### config.mk
export PLATFORM = sky130hd
export DESIGN_NAME = game_control
export DESIGN_NICKNAME = d
export VERILOG_FILES = /design/src/rtl/game_pkg.sv /design/src/rtl/frame_timer.sv /design/src/rtl/game_control.sv
export SDC_FILE = /design/constraint.sdc
export NUM_CORES = 1
export LEC_CHECK = 0
export ABC_AREA = 1
export BUFFER_PORTS_ARGS = -buffer_cell sky130_fd_sc_hd__buf_2
export CAP_MARGIN = 20
export CELL_PAD_IN_SITES_DETAIL_PLACEMENT = 0
export CELL_PAD_IN_SITES_GLOBAL_PLACEMENT = 2
export CORE_ASPECT_RATIO = 0.9
export CORE_MARGIN = 4
export CORE_UTILIZATION = 32
export CTS_CLUSTER_DIAMETER = 40
export CTS_CLUSTER_SIZE = 40
export DETAILED_ROUTE_END_ITERATION = 7
export GPL_ROUTABILITY_DRIVEN = 0
export HOLD_SLACK_MARGIN = 0.06
export PLACE_DENSITY_LB_ADDON = 0.2
export SLEW_MARGIN = 20
export SYNTH_ARGS = -nofsm -noshare
export SYNTH_HDL_FRONTEND = slang
export SYNTH_SLANG_ARGS = --single-unit
### constraint.sdc
create_clock -name clk -period 1.67 [get_ports clk]
set_input_delay 0 -clock clk [delete_from_list [all_inputs] [get_ports clk]]
set_output_delay 0 -clock clk [all_outputs]
set_load 0.02 [all_outputs]
### src/rtl/game_pkg.sv
// Shared definitions for the flappy-bird control FSM and its datapath:
// state codes, frame timing default and colour constants.
package game_pkg;

  localparam int unsigned FRAME_CYCLES_DEFAULT = 833333;

  localparam logic [3:0] ST_DRAW_BIRD      = 4'd0;
  localparam logic [3:0] ST_DRAW_WALL_TOP  = 4'd1;
  localparam logic [3:0] ST_DRAW_WALL_BOT  = 4'd2;
  localparam logic [3:0] ST_ERASE_BIRD     = 4'd3;
  localparam logic [3:0] ST_ERASE_WALL_TOP = 4'd4;
  localparam logic [3:0] ST_ERASE_WALL_BOT = 4'd5;
  localparam logic [3:0] ST_WAIT_FRAME     = 4'd6;
  localparam logic [3:0] ST_UPDATE         = 4'd7;
  localparam logic [3:0] ST_CHECK          = 4'd8;
  localparam logic [3:0] ST_GAME_OVER      = 4'd9;
  localparam logic [3:0] ST_IDLE           = 4'd10;

  typedef enum logic [3:0] {
    DRAW_BIRD      = ST_DRAW_BIRD,
    DRAW_WALL_TOP  = ST_DRAW_WALL_TOP,
    DRAW_WALL_BOT  = ST_DRAW_WALL_BOT,
    ERASE_BIRD     = ST_ERASE_BIRD,
    ERASE_WALL_TOP = ST_ERASE_WALL_TOP,
    ERASE_WALL_BOT = ST_ERASE_WALL_BOT,
    WAIT_FRAME     = ST_WAIT_FRAME,
    UPDATE         = ST_UPDATE,
    CHECK          = ST_CHECK,
    GAME_OVER      = ST_GAME_OVER,
    IDLE           = ST_IDLE
  } state_t;

  // 3-bit RGB colours used by the datapath for each drawn object.
  localparam logic [2:0] COLOUR_BG   = 3'b000;
  localparam logic [2:0] COLOUR_BIRD = 3'b110;
  localparam logic [2:0] COLOUR_WALL = 3'b010;

  // True while a game is running (flap presses and wall passes count).
  function automatic logic in_play(input state_t s);
    return (s != IDLE) && (s != GAME_OVER);
  endfunction

endpackage

### src/rtl/frame_timer.sv
// Free-running frame counter; tick is high on the wrap cycle.
module frame_timer
  import game_pkg::*;
#(
  parameter int unsigned FRAME_CYCLES = FRAME_CYCLES_DEFAULT
) (
  input  logic clk,
  input  logic resetn,
  output logic tick
);

  localparam int unsigned CW = (FRAME_CYCLES > 1) ? $clog2(FRAME_CYCLES) : 1;
  localparam logic [CW-1:0] LAST = CW'(FRAME_CYCLES - 1);

  logic [CW-1:0] count;

  // NOTE: sequential state uses non-blocking assignments so every flop
  // samples the pre-edge values, independent of statement order.
  always_ff @(posedge clk) begin
    if (!resetn)            count <= '0;
    else if (count == LAST) count <= '0;
    else                    count <= count + 1'b1;
  end

  assign tick = (count == LAST);

endmodule

### src/rtl/game_control.sv
// Top-level sequencing FSM: draws/erases/updates bird and wall once per
// frame, latches flap presses, keeps score and handles game over.
module game_control
  import game_pkg::*;
#(
  parameter int unsigned FRAME_CYCLES = FRAME_CYCLES_DEFAULT,
  parameter int unsigned SCORE_W      = 8
) (
  input  logic               clk,
  input  logic               resetn,
  input  logic               go,
  input  logic               finished_draw,
  input  logic               collision,
  input  logic               wall_wrap,
  output logic [3:0]         cur_state,
  output logic               update_en,
  output logic               flap,
  output logic               restart,
  output logic               game_over,
  output logic [SCORE_W-1:0] score_out
);

  state_t state, state_next;
  logic   go_q, go_rise, tick;
  logic   frame_pending, flap_req, flap_req_next;
  logic   start, wait_exit;

  frame_timer #(.FRAME_CYCLES(FRAME_CYCLES)) u_frame_timer (
    .clk    (clk),
    .resetn (resetn),
    .tick   (tick)
  );

  assign go_rise   = go & ~go_q;
  assign start     = (state == IDLE) && go_rise;
  assign wait_exit = (state == WAIT_FRAME) && frame_pending;
  assign cur_state = state;

  // NOTE: every signal driven here gets a default first, so no path
  // through the case can leave it unassigned and infer a latch.
  always_comb begin
    state_next = state;
    unique case (state)
      DRAW_BIRD:      if (finished_draw) state_next = DRAW_WALL_TOP;
      DRAW_WALL_TOP:  if (finished_draw) state_next = DRAW_WALL_BOT;
      DRAW_WALL_BOT:  if (finished_draw) state_next = WAIT_FRAME;
      ERASE_BIRD:     if (finished_draw) state_next = ERASE_WALL_TOP;
      ERASE_WALL_TOP: if (finished_draw) state_next = ERASE_WALL_BOT;
      ERASE_WALL_BOT: if (finished_draw) state_next = UPDATE;
      WAIT_FRAME:     if (frame_pending) state_next = ERASE_BIRD;
      UPDATE:         state_next = CHECK;
      CHECK:          state_next = collision ? GAME_OVER : DRAW_BIRD;
      GAME_OVER:      if (go_rise) state_next = IDLE;
      IDLE:           if (go_rise) state_next = DRAW_BIRD;
      default:        state_next = IDLE;
    endcase
  end

  // A press during UPDATE is consumed by the next frame, not this one.
  always_comb begin
    flap_req_next = flap_req;
    if (state == UPDATE)               flap_req_next = go_rise;
    else if (start)                    flap_req_next = 1'b0;
    else if (go_rise && in_play(state)) flap_req_next = 1'b1;
  end

  always_ff @(posedge clk) begin
    if (!resetn) state <= IDLE;
    else         state <= state_next;
  end

  always_ff @(posedge clk) begin
    if (!resetn) begin
      go_q          <= 1'b0;
      frame_pending <= 1'b0;
      flap_req      <= 1'b0;
      update_en     <= 1'b0;
      flap          <= 1'b0;
      restart       <= 1'b0;
      game_over     <= 1'b0;
      score_out     <= '0;
    end else begin
      go_q     <= go;
      flap_req <= flap_req_next;
      // Ticks arriving while a frame is still pending are dropped.
      if (wait_exit) frame_pending <= 1'b0;
      else if (tick) frame_pending <= 1'b1;
      update_en <= (state_next == UPDATE);
      flap      <= (state_next == UPDATE) && flap_req_next;
      restart   <= start;
      game_over <= (state_next == GAME_OVER);
      if (start)
        score_out <= '0;
      else if (wall_wrap && in_play(state) && (score_out != '1))
        score_out <= score_out + 1'b1;
    end
  end

endmodule

=== Yosys cells after proc, flatten, opt, wreduce, memory -nomap -nowiden ===
Cells that the tools add are included.

* Register bits: 39
* Latch bits: 0
* Memory bits (writable): 0
* Bits in read-only memories: 0
* Input bits: 6
* Output and inout bits: 16
* Logic and storage cells: 56
* Memories: 0

* Add/subtract/negate cells: 2
* Multipliers: 0
* Divide/modulo/power cells: 0
* $lt $le $gt $ge: 0
* Equality and inequality tests: 16
* Shifts and indexed selects: 0
* Muxes and demuxes: 14
* Bitwise logic cells: 3
* Reductions and logical operators: 11

{| class="wikitable"
|+ Operator list
! kind !! number
|-
| $pmux 4 s11 || 1
|-
| $mux 4 || 10
|-
| $add 20x1->20 const B || 1
|-
| $eq 20x20->1 const B || 1
|-
| $eq 4x3->1 const B || 5
|-
| $eq 4x4->1 const B || 4
|-
| $add 8x1->8 const B || 1
|-
| $eq 4x2->1 const B || 2
|-
| $ne 4x4->1 const B || 2
|-
| $ne 8x8->1 const B || 1
|-
| $logic_and 1x1->1 || 7
|-
| $reduce_or 2->1 || 3
|-
| $eq 4x1->1 const B || 1
|-
| $logic_not 4->1 || 1
|-
| $mux 1 || 3
|-
| $not 1->1 || 2
|-
| $and 1x1->1 || 1
|}

=== Longest topological paths before layout ===
Gate-level depths: netlist of run 1.

* Word-level depth: 7
* Depth in mapped cells: 8
* Gate-level depth less buffers: 8

=== Modules after synthesis ===
From an unflattened synthesis of run 1, not the netlist that was laid out.

* Cell total of the unflattened synthesis: 313
* Area total of the unflattened synthesis: 2092.0 µm²

{| class="wikitable"
|+ By module, submodules not included
! module !! times used !! cells each !! area each (µm²) !! seq. area each (µm²)
|-
| frame_timer || 1 || 158 || 1078.5 || 400.4
|-
| game_control || 1 || 155 || 1013.5 || 380.4
|}

=== Least setup slack after synthesis of run 1 ===
Ideal clock, no wire load.

* Path kind: flip-flop to flip-flop
* From: register score_out[0]
* To: register score_out[5]
* Library setup time: 0.071 ns
* Arrival: 1.326 ns
* Required time: 1.599 ns
* Path slack: 0.273 ns
* Cell stages (with the launch flop): 8
* Buffers on the path: 0
* Period minus slack after synthesis: 1.397 ns
* Cells stage by stage: dfxtp_1 > ha_1 > nand2_1 > nor2_1 > nand2_2 > nand4_4 > nand2_1 > a21oi_1

* Cells in the longest elaborated chain, start to end: 2
* Elaborated cells on any way between the ends: 3
* Those cells by class: add/sub: 1; eq/ne: 1; reduce/logical: 1

{| class="wikitable"
|+ Ends and longest elaborated chain
! what !! RTL line !! text
|-
| start, declared || game_control.sv:20 || <nowiki>output logic [SCORE_W-1:0] score_out</nowiki>
|-
| start signal, assigned || game_control.sv:95 || <nowiki>score_out <= score_out + 1'b1;</nowiki>
|-
| parallel branches: the longest is 2 deep, another holds $add 8x1->8 || n/a ||
|}

Parallel ways; which one is timed is not known.
A chain may end at the register's enable or synchronous reset.

=== Final worst setup path of run 1 ===
* From: register score_out[0]
* To: register score_out[1]

The elaborated chain is that of the path after synthesis.

==> results.yml, run 1 <==
outcome:
  outcome: "finished, final reports clean"
clocking:
  cts_buffers: 5
  numClockSinks: 39
  cts_tree: "yes"
  clk_pin_slew_ps: 90
  clockRootBuffer: "clkbuf_8"
  postCtsSetupRepairBufs: 0
  clk_latency_ps: 290
  htree_levels: 2
  cts_buffer_depth: 2
placement:
  port_buffers: 21
  place_hpwl_um: 3680
yosys:
  yosysTopAreaCell: "dfxtp_1"
  ys_top_cells_by_count: "84 x nand2_1, 54 x nor2_1, 39 x dfxtp_1"
  yosys.cell_count.top_type: "nand2_1"
  synth_ff_type: "dfxtp_1"
  synth_top_area_share_pct: 38.2
  syn_nets: 315
  synth_edf_count: 0
  syn_inst: 306
  syn-cell-area_um2: 2040
  syn_area_per_cell_um2: 6.68
  synth.distinct_cells: 27
  synth_seq_area_share_pct: 38.2
  async_reset_ff_share_pct: 0
  ys_warn_count: 0
  yosys-top-cells-area: "dfxtp_1 38%, nand2_1 15%, nor2_1 9.9%"
  synth-seq-cells: 39
worst_hold_path:
  min_from: "collision"
  min_to: "cur_state[3]"
  hold-path-cell-count: 4
  min-delay-path-class: "in -> reg"
detailed_routing:
  drc: 0
  num_vias: 1923
  wirelength_um: 4860
  drtIter0Drc: 93
  viasPerCell: 4.51
  drtPass1Iterations: 4
  routedWlPerCell_um: 11.4
  final_antenna_net_count: 0
finish:
  drive_gt1_share_pct: 13.9
  area_delta_synth_final_pct: 19.2
  multi_input_area_um2: 1110
  antenna_cells: 0
  final_net_count: 347
  ff_latch_area_um2: 781
  fillers: 696
power_and_ir_drop:
  powerDensity_nw_per_um2: 990
  p_leak_nw: 0.967
  ir_worst_vdd_mv: 0.466
  total_power_mw: 2.41
worst_setup_path:
  worstSetupPathType: "reg -> reg"
  start_kind: "flip-flop"
  cpMaxStageDelayCell: "dfxtp_1"
  end_kind: "flip-flop"
  critical-path-max-stage-delay_ps: 430
  crit_fanout: 8
  required_ps: 1900
  reg2reg_to: "score_out[1]"
  r2r_cells: 7
  cp_cell_sequence: "ha_1 -> nand2_1 -> nor2_1 -> nand2_2 -> nand4_4 -> nand2_1 -> a21oi_1"
  ff2ff_setup_slack_ps: 190
  path_common_cell: "nand2_1"
  cp_data_arrival_time_ps: 1710
  worstReg2RegStart: "score_out[0]"
timing:
  timing.hold.ws_ps: 122
  finalCritPeriodShare_pct: 88.7
  hold_viol_final: 0
  max_slew_margin_pct: 76.9
  tightest_slew_ps: 345
  min_period_ps: 1480
  finalSetupTns_ps: 0
  drv_slew: 0
  clock_skew_ps: 6.10
  timing.fmax_mhz: 675
  rsz0062_at_grt: "false"
  setup_viol: 0
grt:
  grt_max_degree: 21
  grt.overflow.total: 0
  grt_pass1_vias: 1772
  grt_antenna_before_repair: 0
  grt_pass1_wl_um: 8360
  grt_usage_pct: 13.3
die:
  coreArea_um2: 6150
  initial_core_util_pct: 33.3
  dieArea_um2: 7730
  io_pins: 22
  row_count: 27
  die_w_um: 92.3
  dieHeight_um: 83.8
flow_run:
  cap_violations: 0
-- placed cells by master (no fill, tap or decap), types with 3 or more instances in the layout --
| cell type | netlist | routed |
|---|---|---|
| nand2_1 | 84 | 84 |
| nor2_1 | 54 | 54 |
| dfxtp_1 | 39 | 39 |
| inv_1 | 32 | 32 |
| a21oi_1 | 21 | 21 |
| buf_2 | 3 | 21 |
| nand3_1 | 18 | 18 |
| nand4_1 | 10 | 10 |
| xor2_1 | 9 | 9 |
| o21ai_0 | 7 | 7 |
| clkbuf_8 | 0 | 5 |
| dlygate4sd3_1 | 0 | 5 |
| inv_2 | 3 | 3 |
| nor2_2 | 3 | 3 |
| ha_1 | 3 | 3 |
-- power by group --
part,internal [mW],switching [mW]
registers,0.986,0.0677
logic,0.188,0.372
clock network,0.445,0.354
-- logic make-up (layout without fill, tap and decap cells) --
logic type	Yosys count	count (layout)	synth area share, %
simple gates	182	182	39.4
flops	39	39	38.2
buf+inv	39	72	7.34
compound gates	32	32	8.57
xor+xnor	11	11	4.71
fa+ha+maj	3	3	1.84
-- critical path: cells and delay by family, from the launching register on --
| family | cells | cell delay (ps) |
|---|---|---|
| compound gates | 1 | 130 |
| simple gates | 5 | 580 |
| flops | 1 | 430 |
| fa+ha+maj | 1 | 280 |
-- worst max path at each step --
stage	start	to	slack, ps	depth (start not counted)
final	score_out[0]	score_out[1]	190	7
after global routing	score_out[0]	score_out[6]	50	7
after CTS	score_out[0]	score_out[1]	170	7
after global placement	score_out[0]	score_out[7]	220	7
after detailed placement	score_out[0]	score_out[1]	200	7
after floorplan	score_out[0]	score_out[5]	270	7
-- stage by stage --
stage,area (µm²),util [%],setup slack [ps],cells
2_1_floorplan,2040,-,273,306
5_1_grt,2440,39.6,53.9,426
3_5_place_dp,2270,37.0,197,413
3_3_place_gp,2270,37.0,216,413
6_report,2440,39.6,188,426
4_1_cts,2440,39.6,174,426
-- cell type report --
type / count / area share (%)
clock inverters: 3 / 1.80
multi-input cells: 228 / 45.7
clock buffers: 5 / 2.82
repair buffers: 29 / 7.80
inverters: 35 / 5.39
well taps: 87 / 4.47
flip-flops and latches: 39 / 32.0
-- flip-flops by register name (all words and copies together), names as in the netlist --
signal,cells
go_q,1
score_out,8
u_frame_timer.count,20
flap,1
game_over,1
cur_state,4
frame_pending,1
update_en,1
restart,1
flap_req,1
-- timing repair --
item,4_1_cts,5_1_grt
endpoints found under the hold margin,11,0
hold buffers,5,0
gates resized for setup,0,0
-- layer usage --
layer	GRT usage (%)	routed length (µm)	up-vias
li1	-	-	1036
met1	19.6	2610	861
met2	18.8	2060	22
met3	3.70	142	4
met4	3.24	48	0
met5	0	0	-
(Power assumes the default switching activity.)
==> run 2: changes to the inputs <==
--- a/config.mk
+++ b/config.mk
@@ -19,6 +19,7 @@
 export GPL_ROUTABILITY_DRIVEN = 0
 export HOLD_SLACK_MARGIN = 0.06
 export PLACE_DENSITY_LB_ADDON = 0.2
+export RECOVER_POWER = 100
 export SLEW_MARGIN = 20
 export SYNTH_ARGS = -nofsm -noshare
 export SYNTH_HDL_FRONTEND = slang
==> run 2 against run 1 <==
Net effect:
- critical path depth increased by 1
- clock skew is essentially flat
- global-route usage unchanged
- hold slack improved by 0.95 ps
- count of clock-buffer cells in the layout unchanged
- clock power about the same
- first-iteration DRC count shrank 34%
- via count grew 0.16%
- combinational power down 4.3%
- critical path type unchanged
- largest power group unchanged
==> results.yml, run 2 (synthesis results as in run 1) <==
detailed_routing:
  routedWlPerCell_um: 11.5
  final_antenna_net_count: 0
  viasPerCell: 4.52
  wirelength_um: 4890
  drc: 0
  drtPass1Iterations: 4
  drtIter0Drc: 61
  num_vias: 1926
grt:
  grt_usage_pct: 13.3
  grt_pass1_wl_um: 8360
  grt.overflow.total: 0
  grt_antenna_before_repair: 0
  grt_max_degree: 21
  grt_pass1_vias: 1772
worst_hold_path:
  min-delay-path-class: "in -> reg"
  hold-path-cell-count: 4
timing:
  clock_skew_ps: 6.14
  max_slew_margin_pct: 73.0
  setup_viol: 0
  finalSetupTns_ps: 0
  drv_slew: 0
  timing.fmax_mhz: 662
  rsz0062_at_grt: "false"
  min_period_ps: 1510
  hold_viol_final: 0
  tightest_slew_ps: 405
  finalCritPeriodShare_pct: 90.4
power_and_ir_drop:
  powerDensity_nw_per_um2: 998
  power_switching_share_pct: 33.1
  clkPwrFrac_pct: 33.5
  intPower_mw: 1.60
  p_switching_mw: 0.792
  seq_power_share_pct: 44.0
  p_leak_nw: 0.893
  power_frac_comb_pct: 22.4
  ir_worst_vdd_mv: 0.463
finish:
  fillers: 709
  mostFrequentLayoutCells: "85 x nand2_1, 55 x nor2_1, 39 x dfxtp_1"
  largest_register_ffs: 20
  drive_gt1_share_pct: 8.26
  final_net_count: 347
  area_delta_synth_final_pct: 17.1
  regMostFlops: "u_frame_timer.count"
  final_common_cell: "nand2_1"
  final_core_util_pct: 38.9
  antenna_cells: 0
die:
  io_pins: 22
  dieHeight_um: 83.8
  row_count: 27
  coreArea_um2: 6150
  dieArea_um2: 7730
  die_w_um: 92.3
  initial_core_util_pct: 33.3
clocking:
  cts_buffer_depth: 2
  htree_levels: 2
  clockRootBuffer: "clkbuf_8"
  cts_resized: 0
  clk_pin_slew_ps: 90
  cts_tree: "yes"
  cts_buffers: 5
  numClockSinks: 39
  clk_latency_ps: 290
placement:
  place_hpwl_um: 3680
  port_buffers: 21
worst_setup_path:
  end_kind: "flip-flop"
  cp_data_arrival_time_ps: 1680
  critical-path-max-stage-delay_ps: 370
  path_buf_inv: 2
  worstSetupPathDepth: 8
  crit_family: "simple AND/OR/NAND/NOR gates"
  cp_cell_sequence: "inv_1 -> ha_1 -> nand2_1 -> nor2_1 -> nand3_1 -> nand2_1 -> buf_2 -> nor2_1"
  crit_fanout: 20
  worstSetupPathType: "reg -> reg"
  required_ps: 1840
  r2r_cells: 8
  start_kind: "flip-flop"
  cpMaxStageDelayCell: "buf_2"
outcome:
  outcome: "finished, final reports clean"
flow_run:
  cap_violations: 0
==> run 2: changes by cell type in the layout (fill, tap and decap cells not counted) <==
cell / previous run / this run
nor2_2: 3 / 2
nor2_1: 54 / 55
nand2_1: 84 / 85
buf_4: 2 / 1
buf_12: 1 / 0
clkbuf_1: 0 / 17
nand2_2: 2 / 1
clkbuf_2: 0 / 1
buf_2: 21 / 5
==> run 2: worst min-delay path: stages <==
cell and delay (ps):
buf_2 80, nand3_1 110, o211a_1 130, nand4_1 70
==> run 2: power groups by stage <==
stage	clock network [mW]	logic, mW	registers (mW)
5_1_grt	0.875	0.604	1.07
3_3_place_gp	0	0.563	1.07
4_1_cts	0.833	0.563	1.05
2_1_floorplan	0	0.331	1.12
3_5_place_dp	0	0.553	1.07
6_report	0.801	0.536	1.05
==> run 2: cell type report <==
class	count	area [µm²]	area share, %
multi-input cells	228	1110	46.3
well taps	87	109	4.55
inverters	35	131	5.49
repair buffers	29	151	6.33
clock buffers	5	68.8	2.88
flip-flops and latches	39	781	32.6
clock inverters	3	43.8	1.83
==> run 2: through the flow <==
step / power, mW / setup slack [ps] / cell area (µm²) / instances / hold WS, ps
global placement: 1.64 / 216 / 2270 / 413 / 200
detailed placement: 1.63 / 197 / 2270 / 413 / 197
floorplan: 1.45 / 273 / 2040 / 306 / 93.5
global route: 2.54 / 28.1 / 2390 / 426 / 135
CTS: 2.45 / 174 / 2440 / 426 / 110
finish: 2.39 / 160 / 2390 / 426 / 123
==> run 2: worst paths after layout <==
kind / startpoint / to / slack [ps]
worst max-delay path: u_frame_timer.count[1] / u_frame_timer.count[10] / 160
worst min-delay path: collision / cur_state[3] / 120
worst max register to register: u_frame_timer.count[1] / u_frame_timer.count[10] / 160
worst min register to register: frame_pending / frame_pending / 490
==> run 2: repair_timing <==
action                                 in CTS  in global routing
buffers inserted                            0                  0
hold buffers                                5                  0
endpoints found under the hold margin      11                  0
==> run 2: metal layers <==
layer	track usage [%]	vias up	wire, µm
li1	-	1036	-
met1	19.6	860	2620
met2	18.8	26	2070
met3	3.70	4	143
met4	3.24	0	49
met5	0	-	0
==> run 3: changes to the inputs <==
--- a/config.mk
+++ b/config.mk
@@ -5,14 +5,13 @@
 export SDC_FILE = /design/constraint.sdc
 export NUM_CORES = 1
 export LEC_CHECK = 0
-export ABC_AREA = 1
 export BUFFER_PORTS_ARGS = -buffer_cell sky130_fd_sc_hd__buf_2
 export CAP_MARGIN = 20
 export CELL_PAD_IN_SITES_DETAIL_PLACEMENT = 0
 export CELL_PAD_IN_SITES_GLOBAL_PLACEMENT = 2
 export CORE_ASPECT_RATIO = 0.9
 export CORE_MARGIN = 4
-export CORE_UTILIZATION = 32
+export CORE_UTILIZATION = 34
 export CTS_CLUSTER_DIAMETER = 40
 export CTS_CLUSTER_SIZE = 40
 export DETAILED_ROUTE_END_ITERATION = 7
==> run 3 against run 2 <==
Net effect:
- core utilization grew 8.6 points
- combinational power shrank 45%
- sequential power shrank 7%
- largest power group unchanged
- critical endpoint is now u_frame_timer.count[4]
- synthesized cell count shrank 29%
- first-iteration DRC count grew 9.8%
- final cell count shrank 19%
- flip-flop and latch count is the same
- area after synthesis shrank 9.1%
- non-clock buffer count grew 34
- the flow now finishes with violations (setup timing)
- clock skew shrank 1.1 ps
- final area grew 5.0%
==> results.yml, run 3 <==
worst_setup_path:
  end_kind: "flip-flop"
  critical-path-max-stage-delay_ps: 410
  crit_family: "simple AND/OR/NAND/NOR gates"
  cpMaxStageDelayCell: "o41ai_4"
  required_ps: 1860
  path_buf_inv: 2
  worstSetupPathType: "reg -> reg"
  crit_fanout: 6
  worstSetupPathDepth: 6
  r2r_cells: 6
  start_kind: "flip-flop"
  cp_data_arrival_time_ps: 1890
  cp_cell_sequence: "buf_6 -> nor4bb_4 -> nand4_1 -> o41ai_4 -> buf_4 -> nor2_1"
outcome:
  outcome: "complete, but fails checks"
  violations: "setup timing"
die:
  coreArea_um2: 5290
  initial_core_util_pct: 35.1
  row_count: 25
  dieHeight_um: 78.1
  io_pins: 22
  die_w_um: 85.9
  dieArea_um2: 6710
yosys:
  synth-seq-cells: 39
  synth.distinct_cells: 44
  async_reset_ff_share_pct: 0
  synth_seq_area_share_pct: 42.0
  ys_top_cells_by_count: "39 x dfxtp_1, 21 x nor2_1, 18 x a21oi_1"
  yosys.cell_count.top_type: "dfxtp_1"
  ys_warn_count: 0
  syn-cell-area_um2: 1860
  yosys-top-cells-area: "dfxtp_1 42%, a21oi_1 4.8%, xor2_1 4.7%"
  synth_top_area_share_pct: 42.0
  synth_ff_type: "dfxtp_1"
  syn_inst: 217
  yosysTopAreaCell: "dfxtp_1"
  syn_area_per_cell_um2: 8.56
  syn_nets: 226
  synth_edf_count: 0
detailed_routing:
  final_antenna_net_count: 0
  drc: 0
  drtPass1Iterations: 4
  routedWlPerCell_um: 13.5
  viasPerCell: 5.16
  drtIter0Drc: 67
  num_vias: 1784
  wirelength_um: 4670
power_and_ir_drop:
  p_leak_nw: 0.949
  total_power_mw: 2.09
  ir_worst_vdd_mv: 0.425
  powerDensity_nw_per_um2: 832
grt:
  grt_antenna_before_repair: 0
  grt_max_degree: 16
  grt_usage_pct: 14.6
  grt_pass1_wl_um: 7790
  grt.overflow.total: 0
  grt_pass1_vias: 1620
timing:
  drv_slew: 0
  clock_skew_ps: 5.06
  worst_slack_ps: -34.1
  timing.fmax_mhz: 587
  max_slew_margin_pct: 69.0
  timing.hold.ws_ps: 123
  tightest_slew_ps: 466
  finalCritPeriodShare_pct: 102
  finalSetupTns_ps: -353
  rsz0062_at_grt: "true"
  hold_viol_final: 0
  setup_viol: 19
  min_period_ps: 1700
finish:
  largest_register_ffs: 20
  regMostFlops: "u_frame_timer.count"
  final_net_count: 287
  final_common_cell: "dfxtp_1"
  mostFrequentLayoutCells: "37 x dfxtp_1, 34 x buf_4, 18 x nor2_1"
  area_delta_synth_final_pct: 35.2
  antenna_cells: 0
  drive_gt1_share_pct: 24.7
  final_core_util_pct: 47.5
clocking:
  numClockSinks: 39
  clk_pin_slew_ps: 80
  clk_latency_ps: 290
  cts_buffer_depth: 2
  cts_buffers: 5
  htree_levels: 2
  clockRootBuffer: "clkbuf_8"
  cts_tree: "yes"
placement:
  port_buffers: 21
  place_hpwl_um: 3350
worst_hold_path:
  min-delay-path-class: "in -> reg"
  hold-path-cell-count: 4
flow_run:
  cap_violations: 0
[run 3: worst paths after layout]
kind / to / slack, ps / startpoint
worst max-delay path: u_frame_timer.count[4] / -30 / u_frame_timer.count[6]
worst min-delay path: score_out[2] / 120 / wall_wrap
worst max register to register: u_frame_timer.count[4] / -30 / u_frame_timer.count[6]
worst min register to register: u_frame_timer.count[0] / 480 / u_frame_timer.count[0]
[run 3: report_power, final]
part / internal [mW] / total [mW] / switching, mW
registers: 0.956 / 0.974 / 0.0177
logic: 0.123 / 0.297 / 0.174
clock network: 0.484 / 0.820 / 0.337
total: 1.56 / 2.09 / 0.528
[run 3: area by class of cell]
| type | instances | area (µm²) |
|---|---|---|
| Clock buffer | 6 | 82.6 |
| Clock inverter | 2 | 35.0 |
| Fill cell | 540 | 2770 |
| Inverter | 5 | 18.8 |
| Multi-Input combinational cell | 164 | 1100 |
| Sequential cell | 39 | 783 |
| Tap cell | 67 | 83.8 |
| Timing Repair Buffer | 63 | 404 |
[run 3: stage by stage]
stage / instance area (µm²) / worst slack (ps) / instances
6_report: 2510 / -34.1 / 346
5_1_grt: 2510 / -132 / 346
4_1_cts: 2450 / 1.03 / 345
3_5_place_dp: 2310 / 8.57 / 335
3_3_place_gp: 2310 / 52.9 / 335
2_1_floorplan: 1860 / 12.5 / 217
[run 3: per-layer routing]
layer  GRT usage [%]  wire length (µm)  vias up
li1                -                 -      913
met1            22.1              2550      834
met2            19.9              1890       30
met3            3.15               162        7
met4            5.22                72        0
met5               0                 0        -
[run 3: kinds of logic after synthesis]
kind of cell	count (synthesis)	synth area share (%)
AND/OR/NAND/NOR	102	31.3
AO/OA/AOI/OAI	43	13.9
flip-flops	39	42.0
XOR/XNOR	14	6.60
buffers and inverters	14	3.03
adder cells (fa/ha/maj)	3	2.02
multiplexers	2	1.08
[run 3: worst reg2reg max path, cell delays in order, from the launching register on]
cell      delay [ps]
dfxtp_2          330
buf_6            130
nor4bb_4         260
nand4_1          190
o41ai_4          410
buf_4            240
nor2_1            50
[run 3: what timing repair did]
item / CTS / global route
hold buffers: 2 / 0
endpoints found under the hold margin: 5 / 0
buffers inserted: 0 / 0
gates resized for setup: 2 / 20
pin swaps: 0 / 7
gates cloned: 0 / 1
setup endpoints to repair: 2 / 30
